[config.mk]
export PLATFORM = sky130hd
export DESIGN_NAME = keypad_scan_ctrl
export DESIGN_NICKNAME = d
export VERILOG_FILES = /design/src/rtl/keypad_scan_ctrl.sv
export SDC_FILE = /design/constraint.sdc
export NUM_CORES = 1
export LEC_CHECK = 0
export ABC_AREA = 0
export BUFFER_PORTS_ARGS = -buffer_cell sky130_fd_sc_hd__buf_4
export CAP_MARGIN = 20
export CORE_MARGIN = 5
export CORE_UTILIZATION = 50
export CTS_CLUSTER_SIZE = 20
export DETAILED_ROUTE_END_ITERATION = 10
export PLACE_DENSITY_LB_ADDON = 0.2
export REMOVE_ABC_BUFFERS = 1
export SLEW_MARGIN = 25
export SYNTH_ARGS = -nofsm -noshare
export SYNTH_HDL_FRONTEND = slang
export SYNTH_SLANG_ARGS = --single-unit
[constraint.sdc]
create_clock -name clk_i -period 6.55 [get_ports clk_i]
set_clock_uncertainty 0.15 [all_clocks]
set_input_delay 0.655 -clock clk_i [delete_from_list [all_inputs] [get_ports clk_i]]
set_output_delay 0.655 -clock clk_i [all_outputs]
set_load 0.01 [all_outputs]
[src/rtl/keypad_scan_ctrl.sv]
// keypad_scan_ctrl: column-scan controller for a 4x4 active-low matrix keypad.
// Debounces presses and releases and strobes key_valid_o once per accepted press.
module keypad_scan_ctrl #(
    parameter int SCAN_DIV = 1000,
    parameter int DEBOUNCE = 4
) (
    input  logic       clk_i,
    input  logic       rst_ni,
    input  logic [3:0] row_i,
    output logic [3:0] col_o,
    output logic [3:0] key_code_o,
    output logic       key_valid_o,
    output logic       key_held_o
);

    localparam int DIV_W = (SCAN_DIV > 1) ? $clog2(SCAN_DIV) : 1;
    localparam int DBC_W = $clog2(DEBOUNCE + 1);
    localparam logic [DIV_W-1:0] DIV_LAST = DIV_W'(SCAN_DIV - 1);
    localparam logic [DBC_W-1:0] DBC_DONE = DBC_W'(DEBOUNCE);
    localparam logic [DBC_W-1:0] DBC_ONE  = DBC_W'(1);

    typedef enum logic [1:0] {
        ST_SCAN,
        ST_DEBOUNCE,
        ST_HELD,
        ST_RELEASE
    } state_e;

    state_e             state_q, state_d;
    logic [3:0]         rowMeta_q, rowSync_q;
    logic [DIV_W-1:0]   div_q, div_d;
    logic [DBC_W-1:0]   dbc_q, dbc_d, dbcInc;
    logic [1:0]         colIdx_q, colIdx_d;
    logic [1:0]         rowIdx_q, rowIdx_d;
    logic [3:0]         pattern_q, pattern_d;
    logic [3:0]         keyCode_q, keyCode_d;
    logic               keyValid_q, keyValid_d;
    logic               tick, oneLow;
    logic [1:0]         rowHit;

    always_comb begin
        tick   = (div_q == DIV_LAST);
        dbcInc = (dbc_q == DBC_DONE) ? dbc_q : dbc_q + 1'b1;
        oneLow = 1'b1;
        rowHit = 2'd0;
        unique case (rowSync_q)
            4'b1110: rowHit = 2'd0;
            4'b1101: rowHit = 2'd1;
            4'b1011: rowHit = 2'd2;
            4'b0111: rowHit = 2'd3;
            default: oneLow = 1'b0;
        endcase
    end

    // Multi-key patterns (ghosting) count as no key, so only a single low row can start a press.
    always_comb begin
        state_d    = state_q;
        dbc_d      = dbc_q;
        colIdx_d   = colIdx_q;
        rowIdx_d   = rowIdx_q;
        pattern_d  = pattern_q;
        keyCode_d  = keyCode_q;
        keyValid_d = 1'b0;
        if (tick) begin
            unique case (state_q)
                ST_SCAN: begin
                    if (oneLow) begin
                        rowIdx_d  = rowHit;
                        pattern_d = rowSync_q;
                        dbc_d     = DBC_ONE;
                        if (DEBOUNCE == 1) begin
                            keyCode_d  = {rowHit, colIdx_q};
                            keyValid_d = 1'b1;
                            state_d    = ST_HELD;
                        end else begin
                            state_d = ST_DEBOUNCE;
                        end
                    end else begin
                        colIdx_d = colIdx_q + 2'd1;
                    end
                end
                ST_DEBOUNCE: begin
                    if (rowSync_q == pattern_q) begin
                        dbc_d = dbcInc;
                        if (dbcInc == DBC_DONE) begin
                            keyCode_d  = {rowIdx_q, colIdx_q};
                            keyValid_d = 1'b1;
                            state_d    = ST_HELD;
                        end
                    end else begin
                        state_d  = ST_SCAN;
                        colIdx_d = colIdx_q + 2'd1;
                    end
                end
                ST_HELD: begin
                    if (rowSync_q == 4'b1111) begin
                        dbc_d = DBC_ONE;
                        if (DEBOUNCE == 1) begin
                            state_d  = ST_SCAN;
                            colIdx_d = colIdx_q + 2'd1;
                        end else begin
                            state_d = ST_RELEASE;
                        end
                    end
                end
                ST_RELEASE: begin
                    if (rowSync_q == 4'b1111) begin
                        dbc_d = dbcInc;
                        if (dbcInc == DBC_DONE) begin
                            state_d  = ST_SCAN;
                            colIdx_d = colIdx_q + 2'd1;
                        end
                    end else begin
                        state_d = ST_HELD;
                    end
                end
                default: state_d = ST_SCAN;
            endcase
        end
        div_d = (tick || (state_d != state_q)) ? '0 : div_q + 1'b1;
    end

    always_ff @(posedge clk_i or negedge rst_ni) begin
        if (!rst_ni) begin
            state_q    <= ST_SCAN;
            rowMeta_q  <= 4'b1111;
            rowSync_q  <= 4'b1111;
            div_q      <= '0;
            dbc_q      <= '0;
            colIdx_q   <= 2'd0;
            rowIdx_q   <= 2'd0;
            pattern_q  <= 4'b1111;
            keyCode_q  <= 4'd0;
            keyValid_q <= 1'b0;
        end else begin
            state_q    <= state_d;
            rowMeta_q  <= row_i;
            rowSync_q  <= rowMeta_q;
            div_q      <= div_d;
            dbc_q      <= dbc_d;
            colIdx_q   <= colIdx_d;
            rowIdx_q   <= rowIdx_d;
            pattern_q  <= pattern_d;
            keyCode_q  <= keyCode_d;
            keyValid_q <= keyValid_d;
        end
    end

    assign col_o       = ~(4'b0001 << colIdx_q);
    assign key_code_o  = keyCode_q;
    assign key_valid_o = keyValid_q;
    assign key_held_o  = (state_q == ST_HELD) || (state_q == ST_RELEASE);

endmodule

Word level (Yosys, flattened, before mapping)
Index checks and enable logic that the tools add are counted.
- $add $sub $neg: 3
- equality and inequality tests: 20
- shift-type cells: 1
- mux-type cells: 26
- bitwise gates (word level): 1
- reductions and logical operators: 9
- operators by type and width (operator ; number):
    $mux 2 ; 11
    $eq 4x4->1 const B ; 4
    $mux 3 ; 5
    $ne 2x2->1 const B ; 7
    $pmux 2 s3 ; 2
    $pmux 3 s4 ; 1
    $add 10x1->10 const B ; 1
    $eq 10x10->1 const B ; 1
    $mux 10 ; 1
    $pmux 2 s4 ; 1
    $eq 3x3->1 const B ; 2
    $reduce_and 6->1 ; 1
    $mux 1 ; 5
    $reduce_and 5->1 ; 1
    $eq 2x2->1 const B ; 2
    $eq 4x3->1 const B ; 1
    $eq 4x4->1 ; 1
    $not 4->4 ; 1
    $reduce_and 4->1 ; 1
    $reduce_or 4->1 ; 1
    $shl 1x2->4 const A ; 1
    $add 3x1->3 const B ; 1
    $reduce_and 3->1 ; 1
    $reduce_bool 3->1 ; 1
    other kinds (5) ; 6
- flip-flop bits (word level): 36
- input port bits: 6
- output and inout port bits: 10

Depth between registers and ports, before layout
Gate-level depths: netlist of run 1.
- depth in word-level cells: 10
- mapped depth: 7
- gate-level depth less buffers: 7

Worst setup path before layout of run 1
Ideal clock, no wire load.
- path kind: reg-to-reg
- start point: register dbc_q[0]
- end point: register colIdx_q[1]
- arrival time: 2.255 ns
- path slack: 4.020 ns
- stages on the path, launching flop included: 8
- buffers on the path: 0
- clock period less this slack: 2.530 ns
- cell sequence: dfrtp_1 > inv_1 > ha_1 > or3b_1 > a311oi_2 > nand3_1 > a2111o_1 > mux2_4
- cells in the longest elaborated chain, start to end: 5
- ends and longest elaborated chain (item ; line ; source):
    start, declared ; 32 ; logic [DBC_W-1:0] dbc_q, dbc_d, dbcInc;
    start signal, assigned ; 129 ; dbc_q <= '0;
    start signal, assigned ; 140 ; dbc_q <= dbc_d;
    $add 3x1->3 or $eq 3x3->1 (tied branches) ; 43 ; dbcInc = (dbc_q == DBC_DONE) ? dbc_q : dbc_q + 1'b1;
    $mux 3 (*) ; 43 ;
    $eq 3x3->1 (*) ; 109 ; if (dbcInc == DBC_DONE) begin
    $ne 2x2->1 (no line) (*) ; -- ;
    $reduce_and 6->1 (no line) (*) ; -- ;
    end signal, assigned ; 141 ; colIdx_q <= colIdx_d;
    end, declared ; 33 ; logic [1:0] colIdx_q, colIdx_d;
Every way passes the cells marked *; elsewhere a longest branch is shown, timed or not.
A chain may end at the register's enable or synchronous reset.

Worst setup path after layout of run 1
Ends and elaborated chain as after synthesis.

==> reports/metrics.cfg, run 1 <==
[clocking]
holdBufCountCts = 0
root_buffer = clkbuf_4
clockBufferDepth = 2
clkTransAtPathRegs_ns = 0.10
cts_made_buffers = 5
clk_latency_ns = 0.34
h-tree-depth = 2
clock-sinks = 36
postCtsSetupBuffers = 0
cts_tree = yes
cts_resized = 0

[floorplanning]
start_util_pct = 50.9
pin_count = 16
die_w_um = 67.8
core_area_sq_mm = 0.00328
die_area_sq_mm = 0.00460
num_rows = 21
die_height_um = 67.8

[logic_synthesis]
syn_avg_cell_area_sq_um = 11.6
synth_top_area_share_pct = 36.0
synth.area.top_cells = dfrtp_1, dfstp_2, mux2_2
ys_ff_latch = 36
synth_compound_area_share_pct = 9.36
yosysTopAreaCell = dfrtp_1
synth_cell_types = 32
synth_top_family_by_area = simple AND/OR/NAND/NOR gates
synthAdderAreaFrac_pct = 5.24
ys_seq_area_share_pct = 54.8
synth_area_sq_mm = 0.00167
synthMuxAreaShare_pct = 7.64
synth-xor-area-share_pct = 7.34
ys.warnings.count = 0
synthSimpleGateAreaFrac_pct = 13.0
netlist_instances = 144

[finish]
drive_above_1_share_pct = 28.0
fillers = 275
insertedDiodeCount = 0
synthToLayoutAreaGrowth_pct = 13.0
design_area_sq_mm = 0.00189
layout.cells.non_filler = 210
final_util_pct = 57.4
finalNetCount = 176

[worst_setup_path]
slowest_stage = a2111o_1
crit_path_end_kind = register
critPathKind = reg2reg
path_cells = inv_1 -> ha_1 -> or3b_1 -> a311oi_2 -> nand3_1 -> a2111o_1 -> mux2_4
max_stage_delay_ns = 0.48
critical_path_arrival_ns = 2.81
cp-start-kind = register
worstPathRequired_ns = 6.63
cp_max_fo = 6

[placed_design]
gp_congestion = 0.762
dp_hpwl_um = 2000
port_buffers = 15
placed_area_sq_mm = 0.00183
place_inst = 202

[power]
comb_power_share_pct = 3.3
swShare_pct = 21.7
ir_drop_mv = 0.138
net-switching-power_uw = 78.8
p_int_uw = 285
power.density_mw_per_mm2 = 193
p_seq_share_pct = 63.1
clock_power_share_pct = 33.6
leakage_uw = 0.000823

[detailed_routing]
detail_route.wl_per_cell_um = 13.1
drt_iter0_markers = 54
wirelength_um = 2750
ant_nets = 0
drc = 0
dr_total_vias = 1112
first_pass_iters = 4
vias_per_cell = 5.30

[timing]
hold_viol = 0
rsz0062_at_grt = no
finalCriticalPeriod_ns = 2.73
max-slew-margin-rel_pct = 53.3
setup_viol = 0
slew_violations = 0
fmaxAchievable_mhz = 367
finalSetupTns_ns = 0
finalCritPeriodShare_pct = 41.6
hold_ws_ns = 0.0965
tightest_slew_ns = 0.699

[global_route]
grt_usage_pct = 14.2
grt_pass1_vias = 1094
grt_max_degree = 37
grt_pass1_wl_um = 4750
grt_overflow = 0
grt_antenna_before_repair = 0

[min_path]
hp-class = in2async

[status]
status = finished clean

[flow_run]
max_cap_violations = 0

==> final cells by class <==
type                    count  area (sq um)  share of cell area, %
flip-flops and latches     36           916                   48.5
well taps                  46          57.6                   3.05
repair buffers             15           113                   5.97
inverters                   8          30.0                   1.59
multi-input cells          97           712                   37.7
clock buffers               8          58.8                   3.12
==> layout by cell type, fill, tap and decap left out, types with 5 or more instances in the layout <==
cell type  Yosys  routed
dfstp_2       12      12
xnor2_1       10      10
clkbuf_4       0       5
nand3_1        9       9
o21ai_0        6       6
buf_4          0      15
inv_1          8       8
ha_1           7       7
nor2_1        10      10
mux2_2        10      10
nand2_1       10      10
dfrtp_1       24      24
==> routing by layer <==
layer	global-route usage [%]	share of wire, %	up-vias
met5	0	0	-
met4	6.70	1.2	0
met3	4.99	4.4	4
met2	22.7	49	22
met1	17.0	45	551
li1	-	-	535
==> cells by family after synthesis <==
logic type               count (synthesis)
XOR/XNOR                                14
buffers and inverters                   11
AO/OA/AOI/OAI                           21
flip-flops                              36
AND/OR/NAND/NOR                         44
adder cells (fa/ha/maj)                  7
multiplexers                            11
==> cell usage after synthesis (all sizes together) <==
cell / number
a211oi: 1
a2111oi: 1
a311oi: 1
a21oi: 4
nand4: 2
nor2: 10
a22o: 1
and2: 2
nor2b: 2
and3: 3
nor4bb: 1
clkbuf: 2
a2111o: 1
a41oi: 2
dfstp: 12
nor3: 2
ha: 7
nand2b: 2
nand2: 10
xor2: 4
mux2: 11
o22a: 1
buf: 1
o21ai: 6
or3b: 1
inv: 8
dfrtp: 24
o31ai: 2
o21a: 1
nand3: 9
xnor2: 10
==> worst paths after layout <==
check	start	to	slack [ns]	depth (start not counted)
min in group clk_i	rowMeta_q[2]$_DFF_PN1_	rowSync_q[2]$_DFF_PN1_	0.21	0
max in group asynchronous	rst_ni	pattern_q[2]$_DFFE_PN1P_	5.81	1
worst min-delay path	rst_ni	div_q[3]$_DFF_PN0_	0.1	1
worst max register to register	dbc_q[0]$_DFFE_PN0P_	colIdx_q[1]$_DFFE_PN0P_	3.82	7
worst max-delay path	dbc_q[0]$_DFFE_PN0P_	colIdx_q[1]$_DFFE_PN0P_	3.82	7
worst min register to register	rowMeta_q[2]$_DFF_PN1_	rowSync_q[2]$_DFF_PN1_	0.21	0
==> worst max-delay path, delay by kind of cell, from the launching register on <==
kind,cells,cell delay [ns]
buffers and inverters,1,0.08
AND/OR/NAND/NOR,2,0.54
flip-flops,1,0.45
multiplexers,1,0.31
AO/OA/AOI/OAI,2,0.86
adder cells (fa/ha/maj),1,0.25
==> sequential cells by signal, summed over array words and instances, names as in the netlist, 2 cells and up <==
signal      flops
colIdx_q        2
dbc_q           3
div_q          10
key_code_o      4
pattern_q       4
rowIdx_q        2
rowMeta_q       4
rowSync_q       4
state_q         2
==> power groups by stage <==
stage	Combinational (uW)	Sequential [uW]	Clock, uW
floorplan	5.21	233	0
global placement	12.3	233	0
detailed placement	12.5	233	0
CTS	12.5	229	127
global route	13.9	230	138
finish	12.1	229	122
==> through the flow <==
step           worst slack [ns]  total power [uW]
5_1_grt                    3.66               382
3_5_place_dp               3.87               246
4_1_cts                    3.84               369
2_1_floorplan              4.02               238
6_report                   3.82               364
3_3_place_gp               3.94               246
(Power assumes the default switching activity.)
==> inputs of run 2 (changes only) <==
- clock period: 6.55 -> 2.8 ns (I/O delays scaled with it)
==> run 2 against run 1 <==
Effect of this change: combinational power grew to 2.8 times the previous value; clock power up 140%; design area grew 4.4%; core utilization increased by 2.6 points; clock-buffer cell count is 1 lower; first-iteration DRC count fell by 28%; sequential power rose by 130%; cell count is 2.9% higher; highest routed layer unchanged.
==> reports/metrics.cfg, run 2 (synthesis results as in run 1) <==
[status]
status = finished clean

[min_path]
worstHoldStart = rowMeta_q[1]$_DFF_PN1_
hp-class = reg2reg

[timing]
finalCritPeriodShare_pct = 94.7
setup_viol = 0
finalCriticalPeriod_ns = 2.65
max-slew-margin-rel_pct = 55.5
fmaxAchievable_mhz = 377
slew_violations = 0
hold_ws_ns = 0.210
tightest_slew_ns = 0.665
rsz0062_at_grt = no
hold_viol = 0
finalSetupTns_ns = 0

[detailed_routing]
drc = 0
wirelength_um = 2830
drt_iter0_markers = 39
detail_route.wl_per_cell_um = 13.1
dr_total_vias = 1142
ant_nets = 0
first_pass_iters = 4
vias_per_cell = 5.29

[worst_setup_path]
cp_max_fo = 5
critPathKind = reg2reg
worstPathRequired_ns = 2.87
cp-start-kind = register
critical_path_arrival_ns = 2.72
max_stage_delay_ns = 0.48
r2r_slack_ns = 0.15
r2r-start = dbc_q[0]$_DFFE_PN0P_
crit_path_end_kind = register
path_cells = inv_1 -> ha_1 -> or3b_1 -> a311oi_4 -> nand3_1 -> a2111o_1 -> mux2_4
crit_start = dbc_q[0]$_DFFE_PN0P_
slowest_stage = a2111o_1

[floorplanning]
core_area_sq_mm = 0.00328
die_height_um = 67.8
pin_count = 16
die_w_um = 67.8
num_rows = 21
start_util_pct = 50.9
die_area_sq_mm = 0.00460

[finish]
insertedDiodeCount = 0
final_common_cell = dfrtp_1
synthToLayoutAreaGrowth_pct = 18.0
final_cell_mix = dfrtp_1, buf_4, dfstp_2
top_register = div_q
finalNetCount = 183
drive_above_1_share_pct = 29.4
fillers = 288
largest_reg_flops = 10
ff_latch_area_sq_um = 917
multi_input_area_sq_um = 723
final_util_pct = 60.0

[placed_design]
gp_congestion = 0.756
dp_hpwl_um = 2050
port_buffers = 15

[power]
p_int_uw = 689
swShare_pct = 20.6
power.density_mw_per_mm2 = 440
clock_power_share_pct = 34.2
net-switching-power_uw = 179
p_seq_share_pct = 61.8
comb_power_share_pct = 3.9
leakage_uw = 0.000858
ir_drop_mv = 0.337

[clocking]
h-tree-depth = 2
cts_made_buffers = 5
clk_latency_ns = 0.33
clkTransAtPathRegs_ns = 0.10
cts_tree = yes
root_buffer = clkbuf_4
clock-sinks = 36
clockBufferDepth = 2

[global_route]
grt_overflow = 0
grt_max_degree = 37
grt_pass1_wl_um = 4960
grt_antenna_before_repair = 0
grt_usage_pct = 14.8
grt_pass1_vias = 1130

[flow_run]
max_cap_violations = 0

## run 2: cell count changes in the layout (fill, tap and decap cells not counted), sizes merged
cell	before	now
dlygate4sd3	0	5
buf	15	17
clkbuf	8	7
## run 2: area by class of cell
type	instances	area share, %
Timing Repair Buffer	22	9.02
Multi-Input combinational cell	97	36.7
Clock buffer	7	3.30
Tap cell	46	2.92
Sequential cell	36	46.5
Inverter	8	1.52
## run 2: per-layer routing
layer | share of wire, % | track usage (%)
met5 | 0 | 0
met3 | 3.4 | 5.49
met2 | 50 | 23.1
met4 | 1.4 | 6.45
met1 | 45 | 18.5
## run 2: path summary, 6_finish.rpt
check,to,depth (start not counted)
max in group asynchronous,rowMeta_q[1]$_DFF_PN1_,2
max reg2reg,colIdx_q[1]$_DFFE_PN0P_,7
min in group asynchronous,div_q[5]$_DFF_PN0_,2
min reg2reg,rowSync_q[1]$_DFF_PN1_,0
max,colIdx_q[1]$_DFFE_PN0P_,7
min,rowSync_q[1]$_DFF_PN1_,0
## run 2: worst max-delay path: cells and delay by family, from the launching register on
kind	cells	cell delay [ns]
flops	1	0.40
simple gates	2	0.57
mux	1	0.31
fa+ha+maj	1	0.24
compound gates	2	0.83
buf+inv	1	0.06
## run 2: power groups by stage
| stage | sequential (uW) | combinational, uW | clock (uW) |
|---|---|---|---|
| floorplan | 545 | 12.2 | 0 |
| global placement | 546 | 28.8 | 0 |
| detailed placement | 546 | 29.4 | 0 |
| CTS | 537 | 34.9 | 310 |
| global route | 538 | 39.0 | 342 |
| finish | 537 | 34.2 | 297 |
## run 2: what timing repair did
item	CTS	global route
setup endpoints to repair	0	1
hold buffers	5	0
buffers inserted	0	1
gates resized for setup	0	2
hold endpoints to repair	28	0
## run 2: metrics by stage
step	cell area, sq um	total power (uW)	instances	setup slack [ns]
finish	1970	868	216	0.150
detailed placement	1840	576	203	0.0884
global placement	1840	575	203	0.188
CTS	1950	881	215	0.0717
floorplan	1660	557	141	0.270
global route	1970	919	216	0.0293
